<file path="config.mk">
export PLATFORM = sky130hd
export DESIGN_NAME = fir_stream_seq
export DESIGN_NICKNAME = d
export VERILOG_FILES = /design/src/rtl/fir_stream_seq.sv
export SDC_FILE = /design/constraint.sdc
export NUM_CORES = 1
export LEC_CHECK = 0
export CAP_MARGIN = 20
export CORE_UTILIZATION = 55
export CTS_BUF_LIST = sky130_fd_sc_hd__clkbuf_4 sky130_fd_sc_hd__clkbuf_8
export DETAILED_ROUTE_END_ITERATION = 6
export PLACE_DENSITY = 0.72
export REMOVE_ABC_BUFFERS = 1
export SETUP_SLACK_MARGIN = 0.15
export SYNTH_ARGS = -nofsm -noshare
export SYNTH_HDL_FRONTEND = slang
export SYNTH_SLANG_ARGS = --single-unit
</file>
<file path="constraint.sdc">
create_clock -name clk -period 7 [get_ports clk]
set_input_delay 1.05 -clock clk [delete_from_list [all_inputs] [get_ports clk]]
set_output_delay 1.05 -clock clk [all_outputs]
set_load 0.05 [all_outputs]
</file>
<file path="src/rtl/fir_stream_seq.sv">
// fir_stream_seq: streaming FIR filter that evaluates all taps with one shared
// multiplier-accumulator, one tap per cycle, between valid/ready handshakes.
module fir_stream_seq #(
    parameter int DATA_W = 16,
    parameter int TAPS = 4,
    parameter int COEF_W = 8,
    parameter logic [TAPS*COEF_W-1:0] COEFS = {8'd4, 8'd3, 8'd2, 8'd1},
    parameter int OUT_W = DATA_W + COEF_W + $clog2(TAPS)
) (
    input  logic              clk,
    input  logic              rst,
    input  logic              clear,
    input  logic [DATA_W-1:0] in_data,
    input  logic              in_valid,
    output logic              in_ready,
    output logic [OUT_W-1:0]  out_data,
    output logic              out_valid,
    input  logic              out_ready
);
    localparam int KW = $clog2(TAPS);
    typedef enum logic [1:0] {IDLE, MAC, OUT} state_t;
    state_t state, state_nx;
    logic [DATA_W-1:0] d [TAPS];
    logic [OUT_W-1:0] acc, prod;
    logic [KW-1:0] k;
    logic last;
    assign last = k == KW'(TAPS - 1);
    assign prod = OUT_W'(COEFS[k*COEF_W +: COEF_W]) * OUT_W'(d[k]);
    assign in_ready = state == IDLE;
    always_ff @(posedge clk)
        state <= rst ? IDLE : state_nx;
    always_comb begin
        state_nx = state;
        state_nx = clear ? IDLE
                 : (state == IDLE && in_valid) ? MAC
                 : (state == MAC && last) ? OUT
                 : (state == OUT && out_ready) ? IDLE
                 : state;
    end
    // out_data is only reset, never cleared; clear merely drops out_valid
    always_ff @(posedge clk) begin
        if (rst || clear) begin
            for (int i = 0; i < TAPS; i++) d[i] <= '0;
            acc <= '0;
            k <= '0;
            out_valid <= 1'b0;
            if (rst) out_data <= '0;
        end else begin
            case (state)
                IDLE: if (in_valid) begin
                    d[0] <= in_data;
                    for (int i = 1; i < TAPS; i++) d[i] <= d[i-1];
                    acc <= '0;
                    k <= '0;
                end
                MAC: begin
                    acc <= acc + prod;
                    k <= last ? '0 : k + KW'(1);
                    if (last) begin
                        out_data <= acc + prod;
                        out_valid <= 1'b1;
                    end
                end
                OUT: if (out_ready) out_valid <= 1'b0;
                default: ;
            endcase
        end
    end
endmodule
</file>
==> report_table.html, run 1 <==
<table>
<tr><th>Metric</th><th>Value</th></tr>
<tr><th colspan="2">STA</th></tr>
<tr><td>Achievable clock frequency</td><td>186 MHz</td></tr>
<tr><td>Final period utilization</td><td>76.9%</td></tr>
<tr><td>Worst-case headroom to the max-slew limit</td><td>about 41%</td></tr>
<tr><td>Post-route minimum period</td><td>~5.4 ns</td></tr>
<tr><td>Final worst setup slack</td><td>1.62 ns</td></tr>
<tr><td>Slew at the pin closest to its max-slew limit</td><td>approximately 0.89 ns</td></tr>
<tr><td>Total negative slack for setup checks</td><td>0 ns</td></tr>
<tr><td>Max Transition Viols Final</td><td>0</td></tr>
<tr><td>Setup-violating endpoint count in the final report</td><td>0</td></tr>
<tr><td>RSZ-0062 raised after global routing</td><td>false</td></tr>
<tr><td>Final hold violation count</td><td>0</td></tr>
<tr><td>Worst-case clock skew</td><td>between 0.008 and 0.009 ns</td></tr>
<tr><td>Tightest hold margin</td><td>~0.46 ns</td></tr>
<tr><th colspan="2">Cells and area</th></tr>
<tr><td>Fraction of final layout cells with drive strength greater than 1</td><td>under 10%</td></tr>
<tr><td>Fill cells</td><td>between 1k and 1.5k</td></tr>
<tr><td>Area used by sequential logic in the layout</td><td>between 3000 and 4000 µm²</td></tr>
<tr><td>Total inserted antenna cells</td><td>0</td></tr>
<tr><td>Utilization after layout</td><td>a little over three fifths</td></tr>
<tr><td>Syn-to-layout area delta</td><td>12.5%</td></tr>
<tr><td>Nets</td><td>about 870</td></tr>
<tr><td>Multi-input gate area</td><td>between 3000 and 4000 µm²</td></tr>
<tr><td>Fin area</td><td>8740 µm²</td></tr>
<tr><td>Cell Count, Final, Fillers Out</td><td>around 950</td></tr>
<tr><th colspan="2">Synth</th></tr>
<tr><td>Cell area after technology mapping</td><td>7770 µm²</td></tr>
<tr><td>Average cell area after synthesis</td><td>around 11 µm²</td></tr>
<tr><td>Share of synthesized area occupied by flip-flops and latches</td><td>43.3%</td></tr>
<tr><td>Post-synth EDFFs</td><td>90</td></tr>
<tr><td>Count of yosys warnings during synthesis</td><td>0</td></tr>
<tr><td>Synthesis-stage register bit count</td><td>~120</td></tr>
<tr><td>Most instantiated library cell after synthesis</td><td>sky130_fd_sc_hd__and2_1</td></tr>
<tr><td>Fraction of synthesis flops using an asynchronous set or reset pin</td><td>0%</td></tr>
<tr><td>Cell accounting for the most synthesized area</td><td>sky130_fd_sc_hd__edfxtp_1</td></tr>
<tr><td>Most used flip-flop cell after synthesis</td><td>sky130_fd_sc_hd__edfxtp_1</td></tr>
<tr><td>Yosys top cell area share</td><td>around a third</td></tr>
<tr><td>Number of instances in the synthesized netlist</td><td>roughly 700</td></tr>
<tr><td>Biggest area contributors in the synthesized netlist</td><td>sky130_fd_sc_hd__edfxtp_1 35%, sky130_fd_sc_hd__ha_1 9.0%, sky130_fd_sc_hd__dfxtp_1 8.5%</td></tr>
<tr><td>Top post-synthesis cells by count</td><td>101 x sky130_fd_sc_hd__and2_1, 97 x sky130_fd_sc_hd__inv_1, 90 x sky130_fd_sc_hd__edfxtp_1</td></tr>
<tr><td>Synth unique cells</td><td>66</td></tr>
<tr><th colspan="2">Place</th></tr>
<tr><td># port buffers</td><td>48</td></tr>
<tr><td>Hpwl dp</td><td>approximately 10000 µm</td></tr>
<tr><td>Cell Count Post-Placement</td><td>approximately 920</td></tr>
<tr><td>Post-place setup slack</td><td>roughly 1.6 ns</td></tr>
<tr><td>Global placer's final weighted congestion</td><td>between 0.8 and 0.9</td></tr>
<tr><td>Placed cell areas</td><td>roughly 8400 µm²</td></tr>
<tr><th colspan="2">Outcome</th></tr>
<tr><td>Violations in the final reports</td><td>DRC</td></tr>
<tr><td>Outcome</td><td>finished, violations left</td></tr>
<tr><th colspan="2">CTS</th></tr>
<tr><td>TritonCTS buffer count</td><td>17</td></tr>
<tr><td>Clock transition at the registers of the reported paths</td><td>roughly 0.070 ns</td></tr>
<tr><td>Post_cts resized</td><td>0</td></tr>
<tr><td>Clock root buffer master</td><td>sky130_fd_sc_hd__clkbuf_8</td></tr>
<tr><td>Clock tree from TritonCTS</td><td>yes</td></tr>
<tr><td>Number of sinks driven by the clock tree</td><td>between 100 and 150</td></tr>
<tr><td>Count of hold-fix buffers inserted at cts</td><td>0</td></tr>
<tr><td>Maximum buffer depth of the clock tree</td><td>2</td></tr>
<tr><td>Post-CTS setup buffer count</td><td>0</td></tr>
<tr><td>Deepest level of the CTS H-tree</td><td>4</td></tr>
<tr><td>Clock insertion delay at the later pin of the skew report</td><td>0.45 ns</td></tr>
<tr><th colspan="2">Power and ir drop</th></tr>
<tr><td>Comb pwr share</td><td>under 10%</td></tr>
<tr><td>Sequential power share</td><td>52.0%</td></tr>
<tr><td>Leakage power of the design</td><td>between 3 and 4 nW</td></tr>
<tr><td>Internal power</td><td>around 1.2 mW</td></tr>
<tr><td>Switching power total</td><td>0.395 mW</td></tr>
<tr><td>Switching power as a share of total power</td><td>25.0%</td></tr>
<tr><td>Peak supply drop</td><td>approximately 0.12 mV</td></tr>
<tr><td>Part of the total power dissipated in the clock network</td><td>a little under two fifths</td></tr>
<tr><td>Total power</td><td>1.58 mW</td></tr>
<tr><td>Total power divided by cell area</td><td>180 nW/µm²</td></tr>
<tr><th colspan="2">Flow run</th></tr>
<tr><td>Max Cap Viol</td><td>0</td></tr>
<tr><th colspan="2">Min path</th></tr>
<tr><td>HP Class</td><td>reg -&gt; reg</td></tr>
<tr><th colspan="2">Critical path</th></tr>
<tr><td>Kind of start point of the critical path</td><td>register</td></tr>
<tr><td>Critical path endpoint category</td><td>register</td></tr>
<tr><td>Start-to-end type of the worst setup path</td><td>reg -&gt; reg</td></tr>
<tr><td>Largest fanout on the critical path</td><td>12</td></tr>
<tr><td>Required time at the worst-slack endpoint</td><td>a little over 7 ns</td></tr>
<tr><td>Arrival @ worst endpoint</td><td>around 5.6 ns</td></tr>
<tr><th colspan="2">Route</th></tr>
<tr><td>Routed wirelength normalized by instance count</td><td>around 15 µm</td></tr>
<tr><td>Via Count</td><td>roughly 5.2k</td></tr>
<tr><td>Routed Antenna Nets</td><td>0</td></tr>
<tr><td>DR vias/cell</td><td>roughly 5.4</td></tr>
<tr><td>Iter 0 DRT Violations</td><td>291</td></tr>
<tr><td>Remaining design rule violation count</td><td>1</td></tr>
<tr><td>Total wire length</td><td>14500 µm</td></tr>
<tr><td>Number of iterations in the first detailed-routing pass</td><td>7</td></tr>
<tr><th colspan="2">Die</th></tr>
<tr><td>Die boundary width</td><td>between 100 and 150 µm</td></tr>
<tr><td>Die extent in y</td><td>roughly 120 µm</td></tr>
<tr><td>Die footprint</td><td>between 10000 and 15000 µm²</td></tr>
<tr><td>Initial cell density of the core</td><td>between 50% and 60%</td></tr>
<tr><td>I/O pin cnt</td><td>49</td></tr>
<tr><td># rows</td><td>43</td></tr>
<tr><td>Core region area</td><td>13800 µm²</td></tr>
<tr><th colspan="2">Global routing</th></tr>
<tr><td>Grt total ovfl</td><td>0</td></tr>
<tr><td>Initial antenna violation count</td><td>0</td></tr>
<tr><td>Global-route wire length before repair</td><td>approximately 24000 µm</td></tr>
<tr><td>Via count of the first global-routing pass</td><td>roughly 5k</td></tr>
<tr><td>Aggregate global-route resource usage</td><td>between 20% and 30%</td></tr>
<tr><td>Pin count of the biggest net entering global routing</td><td>70</td></tr>
</table>
==> cells by family after synthesis <==
family	share of synthesized area (%)
AO/OA/AOI/OAI	9.63
multiplexers	4.90
AND/OR/NAND/NOR	17.0
XOR/XNOR	1.58
buffers and inverters	6.35
flip-flops	43.3
adder cells (fa/ha/maj)	17.3
==> flip-flops by register name, indices dropped and copies added, names as in the netlist, named ones only <==
name and count:
out_valid 1, state 2, out_data 26, k 2, d 64, acc 26
==> worst max-delay path, stage by stage, from the launching register on <==
cell and delay, ns:
sky130_fd_sc_hd__dfxtp_1 0.38, sky130_fd_sc_hd__inv_1 0.09, sky130_fd_sc_hd__ha_1 0.25, sky130_fd_sc_hd__nor2_1 0.70
sky130_fd_sc_hd__nor2b_1 0.14, sky130_fd_sc_hd__fa_1 0.46, sky130_fd_sc_hd__ha_1 0.30, sky130_fd_sc_hd__ha_1 0.28
sky130_fd_sc_hd__inv_1 0.05, sky130_fd_sc_hd__fa_1 0.59, sky130_fd_sc_hd__inv_1 0.06, sky130_fd_sc_hd__ha_1 0.30
sky130_fd_sc_hd__a211o_1 0.30, sky130_fd_sc_hd__and2_4 0.16, sky130_fd_sc_hd__a2111oi_0 0.61, sky130_fd_sc_hd__o31ai_1 0.19
sky130_fd_sc_hd__xnor2_1 0.21, sky130_fd_sc_hd__nor2_1 0.06
==> metal layers <==
metal  track usage, %  vias to the layer above  routed length [µm]
li1                 -                     2524                   -
met1             28.8                     2504                6930
met2             32.8                      104                6740
met3             5.24                       25                 569
met4             8.10                        0                 225
met5                0                        -                   0
==> area by class of cell <==
class / count / share of cell area, %
sequential: 123 / 38.5
timing repair buffer: 51 / 5.75
clock inverter: 14 / 1.47
inverter: 97 / 4.16
clock buffer: 18 / 2.76
multi-input combinational: 468 / 44.8
tap: 180 / 2.58
==> layout by cell type (no fill, tap or decap), drive strengths merged, types with 4 or more instances in the layout <==
cell             n
nor2b           15
o21bai           4
o31ai            6
o21ai           31
nand2b           5
nand2           45
nor2            32
a31oi            4
mux4            16
o2bb2ai          4
ha              56
or3              5
o211ai           6
nor3             7
o21a             6
a21oi           23
inv             98
xor2             8
edfxtp          90
clkbuf          18
xnor2            6
nand3            7
dfxtp           33
a21o             7
fa              32
and3             5
clkinv           8
and2           104
clkdlybuf4s50   48
==> power by group through the flow <==
stage | Combinational [mW] | Clock [mW] | Sequential [mW]
after floorplan | 0.0799 | 0 | 0.858
after global placement | 0.153 | 0 | 0.835
after detailed placement | 0.156 | 0 | 0.836
after CTS | 0.157 | 0.609 | 0.821
after global routing | 0.171 | 0.639 | 0.823
final | 0.156 | 0.600 | 0.820
==> path summary, 6_finish.rpt <==
kind	startpoint	endpoint	slack (ns)	cells past startpoint
worst max register to register	k[0]	out_data[18]	1.62	17
worst min-delay path	acc[19]	acc[19]	0.46	2
worst min register to register	acc[19]	acc[19]	0.46	2
worst max-delay path	k[0]	out_data[18]	1.62	17
(Power assumes the default switching activity.)
==> run 2, diff against run 1 <==
==> constraint.sdc (replaced) <==
create_clock -name clk -period 5.3 [get_ports clk]
set_input_delay 0.795 -clock clk [delete_from_list [all_inputs] [get_ports clk]]
set_output_delay 0.795 -clock clk [all_outputs]
set_load 0.05 [all_outputs]
==> report_table.html, run 2 (same netlist as run 1, synthesis figures left out) <==
<table>
<tr><th>Metric</th><th>Value</th></tr>
<tr><th colspan="2">Place</th></tr>
<tr><td>Hpwl dp</td><td>~11000 µm</td></tr>
<tr><td>Global placer's final weighted congestion</td><td>0.856</td></tr>
<tr><td># port buffers</td><td>between 40 and 50</td></tr>
<tr><td>Cell Count Post-Placement</td><td>924</td></tr>
<tr><th colspan="2">Critical path</th></tr>
<tr><td>Biggest cell delay along the critical path</td><td>0.51 ns</td></tr>
<tr><td>Required time at the worst-slack endpoint</td><td>about 5.6 ns</td></tr>
<tr><td>Cell family with the largest share of critical-path delay</td><td>adder cells</td></tr>
<tr><td>Largest fanout on the critical path</td><td>6</td></tr>
<tr><td>Kind of start point of the critical path</td><td>register</td></tr>
<tr><td>Arrival @ worst endpoint</td><td>around 5.3 ns</td></tr>
<tr><td>Start-to-end type of the worst setup path</td><td>reg -&gt; reg</td></tr>
<tr><td>Critical path, cell by cell</td><td>buf_4, mux4_2, and2_1, fa_1, ha_1, ha_1, inv_1, fa_1, inv_1, ha_1, inv_1, fa_1, nor2b_2, o2111ai_2, and4bb_2, o211ai_4, o21a_1, mux2i_1</td></tr>
<tr><td>Critical path endpoint category</td><td>register</td></tr>
<tr><td>Slowest cell on the critical path</td><td>sky130_fd_sc_hd__mux4_2</td></tr>
<tr><td>Buffers and inverters on the worst path</td><td>4</td></tr>
<tr><th colspan="2">Cells and area</th></tr>
<tr><td>Most flops, register</td><td>d</td></tr>
<tr><td>Utilization after layout</td><td>approximately 64%</td></tr>
<tr><td>Fraction of final layout cells with drive strength greater than 1</td><td>between 10 and 15%</td></tr>
<tr><td>Commonest cells after routing, fill and taps aside</td><td>101 x sky130_fd_sc_hd__and2_1, 97 x sky130_fd_sc_hd__inv_1, 90 x sky130_fd_sc_hd__edfxtp_1</td></tr>
<tr><td>Largest registers in the final layout</td><td>d x64, acc x26, out_data x26</td></tr>
<tr><td>Most common cell after layout, fill and taps aside</td><td>sky130_fd_sc_hd__and2_1</td></tr>
<tr><td>Cell Count, Final, Fillers Out</td><td>~960</td></tr>
<tr><td>Largest register FFs</td><td>64</td></tr>
<tr><td>Total inserted antenna cells</td><td>0</td></tr>
<tr><td>Syn-to-layout area delta</td><td>13.7%</td></tr>
<tr><td>Nets</td><td>between 800 and 900</td></tr>
<tr><th colspan="2">Power and ir drop</th></tr>
<tr><td>Total power divided by cell area</td><td>241 nW/µm²</td></tr>
<tr><td>Peak supply drop</td><td>roughly 0.16 mV</td></tr>
<tr><td>Leakage power of the design</td><td>3.78 nW</td></tr>
<tr><th colspan="2">Die</th></tr>
<tr><td>I/O pin cnt</td><td>just under 50</td></tr>
<tr><td>Die footprint</td><td>around 15000 µm²</td></tr>
<tr><td>Core region area</td><td>13800 µm²</td></tr>
<tr><td>Die boundary width</td><td>around 120 µm</td></tr>
<tr><td># rows</td><td>43</td></tr>
<tr><td>Initial cell density of the core</td><td>a little under three fifths</td></tr>
<tr><td>Die extent in y</td><td>between 100 and 150 µm</td></tr>
<tr><th colspan="2">Route</th></tr>
<tr><td>DR vias/cell</td><td>roughly 5.4</td></tr>
<tr><td>Total wire length</td><td>roughly 15000 µm</td></tr>
<tr><td>Routed wirelength normalized by instance count</td><td>about 16 µm</td></tr>
<tr><td>Remaining design rule violation count</td><td>2</td></tr>
<tr><td>Via Count</td><td>a little over 5k</td></tr>
<tr><td>Number of iterations in the first detailed-routing pass</td><td>6</td></tr>
<tr><td>Iter 0 DRT Violations</td><td>about 320</td></tr>
<tr><td>Routed Antenna Nets</td><td>0</td></tr>
<tr><th colspan="2">CTS</th></tr>
<tr><td>Clock insertion delay at the later pin of the skew report</td><td>between 0.4 and 0.5 ns</td></tr>
<tr><td>Clock root buffer master</td><td>sky130_fd_sc_hd__clkbuf_8</td></tr>
<tr><td>Count of hold-fix buffers inserted at cts</td><td>0</td></tr>
<tr><td>TritonCTS buffer count</td><td>17</td></tr>
<tr><td>Clock tree from TritonCTS</td><td>yes</td></tr>
<tr><td>Number of sinks driven by the clock tree</td><td>123</td></tr>
<tr><td>Deepest level of the CTS H-tree</td><td>4</td></tr>
<tr><td>Maximum buffer depth of the clock tree</td><td>2</td></tr>
<tr><td>Clock transition at the registers of the reported paths</td><td>about 0.070 ns</td></tr>
<tr><th colspan="2">STA</th></tr>
<tr><td>Post-route minimum period</td><td>approximately 5 ns</td></tr>
<tr><td>Final hold violation count</td><td>0</td></tr>
<tr><td>Worst-case clock skew</td><td>around 0.0087 ns</td></tr>
<tr><td>Slew at the pin closest to its max-slew limit</td><td>between 0.8 and 0.9 ns</td></tr>
<tr><td>Max Transition Viols Final</td><td>0</td></tr>
<tr><td>Achievable clock frequency</td><td>about 200 MHz</td></tr>
<tr><td>Setup-violating endpoint count in the final report</td><td>0</td></tr>
<tr><td>RSZ-0062 raised after global routing</td><td>true</td></tr>
<tr><td>Final period utilization</td><td>~94%</td></tr>
<tr><td>Total negative slack for setup checks</td><td>0 ns</td></tr>
<tr><td>Worst-case headroom to the max-slew limit</td><td>a little over two fifths</td></tr>
<tr><th colspan="2">Global routing</th></tr>
<tr><td>Met2 track demand over resource in global routing</td><td>a little over a third</td></tr>
<tr><td>Global-route wire length before repair</td><td>between 20000 and 25000 µm</td></tr>
<tr><td>Most heavily used metal layer in global routing</td><td>met2</td></tr>
<tr><td>Grt total ovfl</td><td>0</td></tr>
<tr><td>Aggregate global-route resource usage</td><td>between 20% and 30%</td></tr>
<tr><td>Met1 usage in global routing</td><td>29.8%</td></tr>
<tr><td>Via count of the first global-routing pass</td><td>5121</td></tr>
<tr><td>Global-route track usage on met3</td><td>roughly 4.4%</td></tr>
<tr><td>Pin count of the biggest net entering global routing</td><td>65</td></tr>
<tr><td>Initial antenna violation count</td><td>0</td></tr>
<tr><th colspan="2">Outcome</th></tr>
<tr><td>Violations in the final reports</td><td>DRC</td></tr>
<tr><td>Outcome</td><td>finished, violations left</td></tr>
<tr><th colspan="2">Flow run</th></tr>
<tr><td>Max Cap Viol</td><td>0</td></tr>
<tr><th colspan="2">Min path</th></tr>
<tr><td>HP Class</td><td>reg -&gt; reg</td></tr>
</table>
run 2: cell count changes in the layout (fill, tap and decap cells not counted), moves of 3 or more:
cell / previous run / this run
sky130_fd_sc_hd__clkinv_2: 6 / 2
sky130_fd_sc_hd__clkinvlp_4: 3 / 0
sky130_fd_sc_hd__clkbuf_4: 1 / 9
sky130_fd_sc_hd__buf_4: 3 / 8
run 2: path summary, 6_finish.rpt:
path,slack (ns),from,endpoint,cells past startpoint
worst min register to register,0.48,acc[19],acc[19],2
worst min-delay path,0.48,acc[19],acc[19],2
worst max-delay path,0.33,register,out_data[25],18
worst max register to register,0.33,register,out_data[25],18
run 2: cell type report:
| cell class | instances | area (µm²) |
|---|---|---|
| Clock buffer | 27 | 315 |
| Clock inverter | 5 | 73.8 |
| Fill cell | 1091 | 4990 |
| Inverter | 97 | 364 |
| Multi-Input combinational cell | 468 | 3940 |
| Sequential cell | 123 | 3360 |
| Tap cell | 180 | 225 |
| Timing Repair Buffer | 57 | 552 |
run 2: layer usage:
metal | vias to the layer above | wire length, µm
met5 | - | 0
met4 | 0 | 239
met3 | 16 | 561
met2 | 117 | 7170
met1 | 2523 | 6990
li1 | 2536 | -
run 2: metrics by stage:
step | worst slack (ns) | area [µm²] | total power, mW | hold WS, ns
global placement | 0.369 | 8410 | 1.31 | 0.446
global route | 0.115 | 8830 | 2.20 | 0.507
CTS | 0.241 | 8800 | 2.14 | 0.482
floorplan | 0.171 | 7640 | 1.24 | 0.432
finish | 0.335 | 8830 | 2.13 | 0.477
detailed placement | 0.257 | 8410 | 1.31 | 0.470
run 2: timing repair:
action                                  in CTS  in global routing
gates resized for setup                      0                  7
setup buffers                                0                  1
endpoints found under the setup margin       0                 10
run 2: worst reg2reg max path: cells and delay by family (launching register included):
family / cells / cell delay [ns]
muxes: 2 / 0.73
AOI/OAI and AO/OA: 3 / 0.62
DFF: 1 / 0.35
adders and majority gates: 6 / 2.10
buffers and inverters: 4 / 0.33
and+or+nand+nor: 3 / 0.68
run 2: power breakdown:
part / leakage (nW) / switching [mW] / internal [mW]
logic: 2.30 / 0.128 / 0.0798
clock network: 0.208 / 0.360 / 0.474
registers: 1.27 / 0.0165 / 1.07
total: 3.78 / 0.504 / 1.62
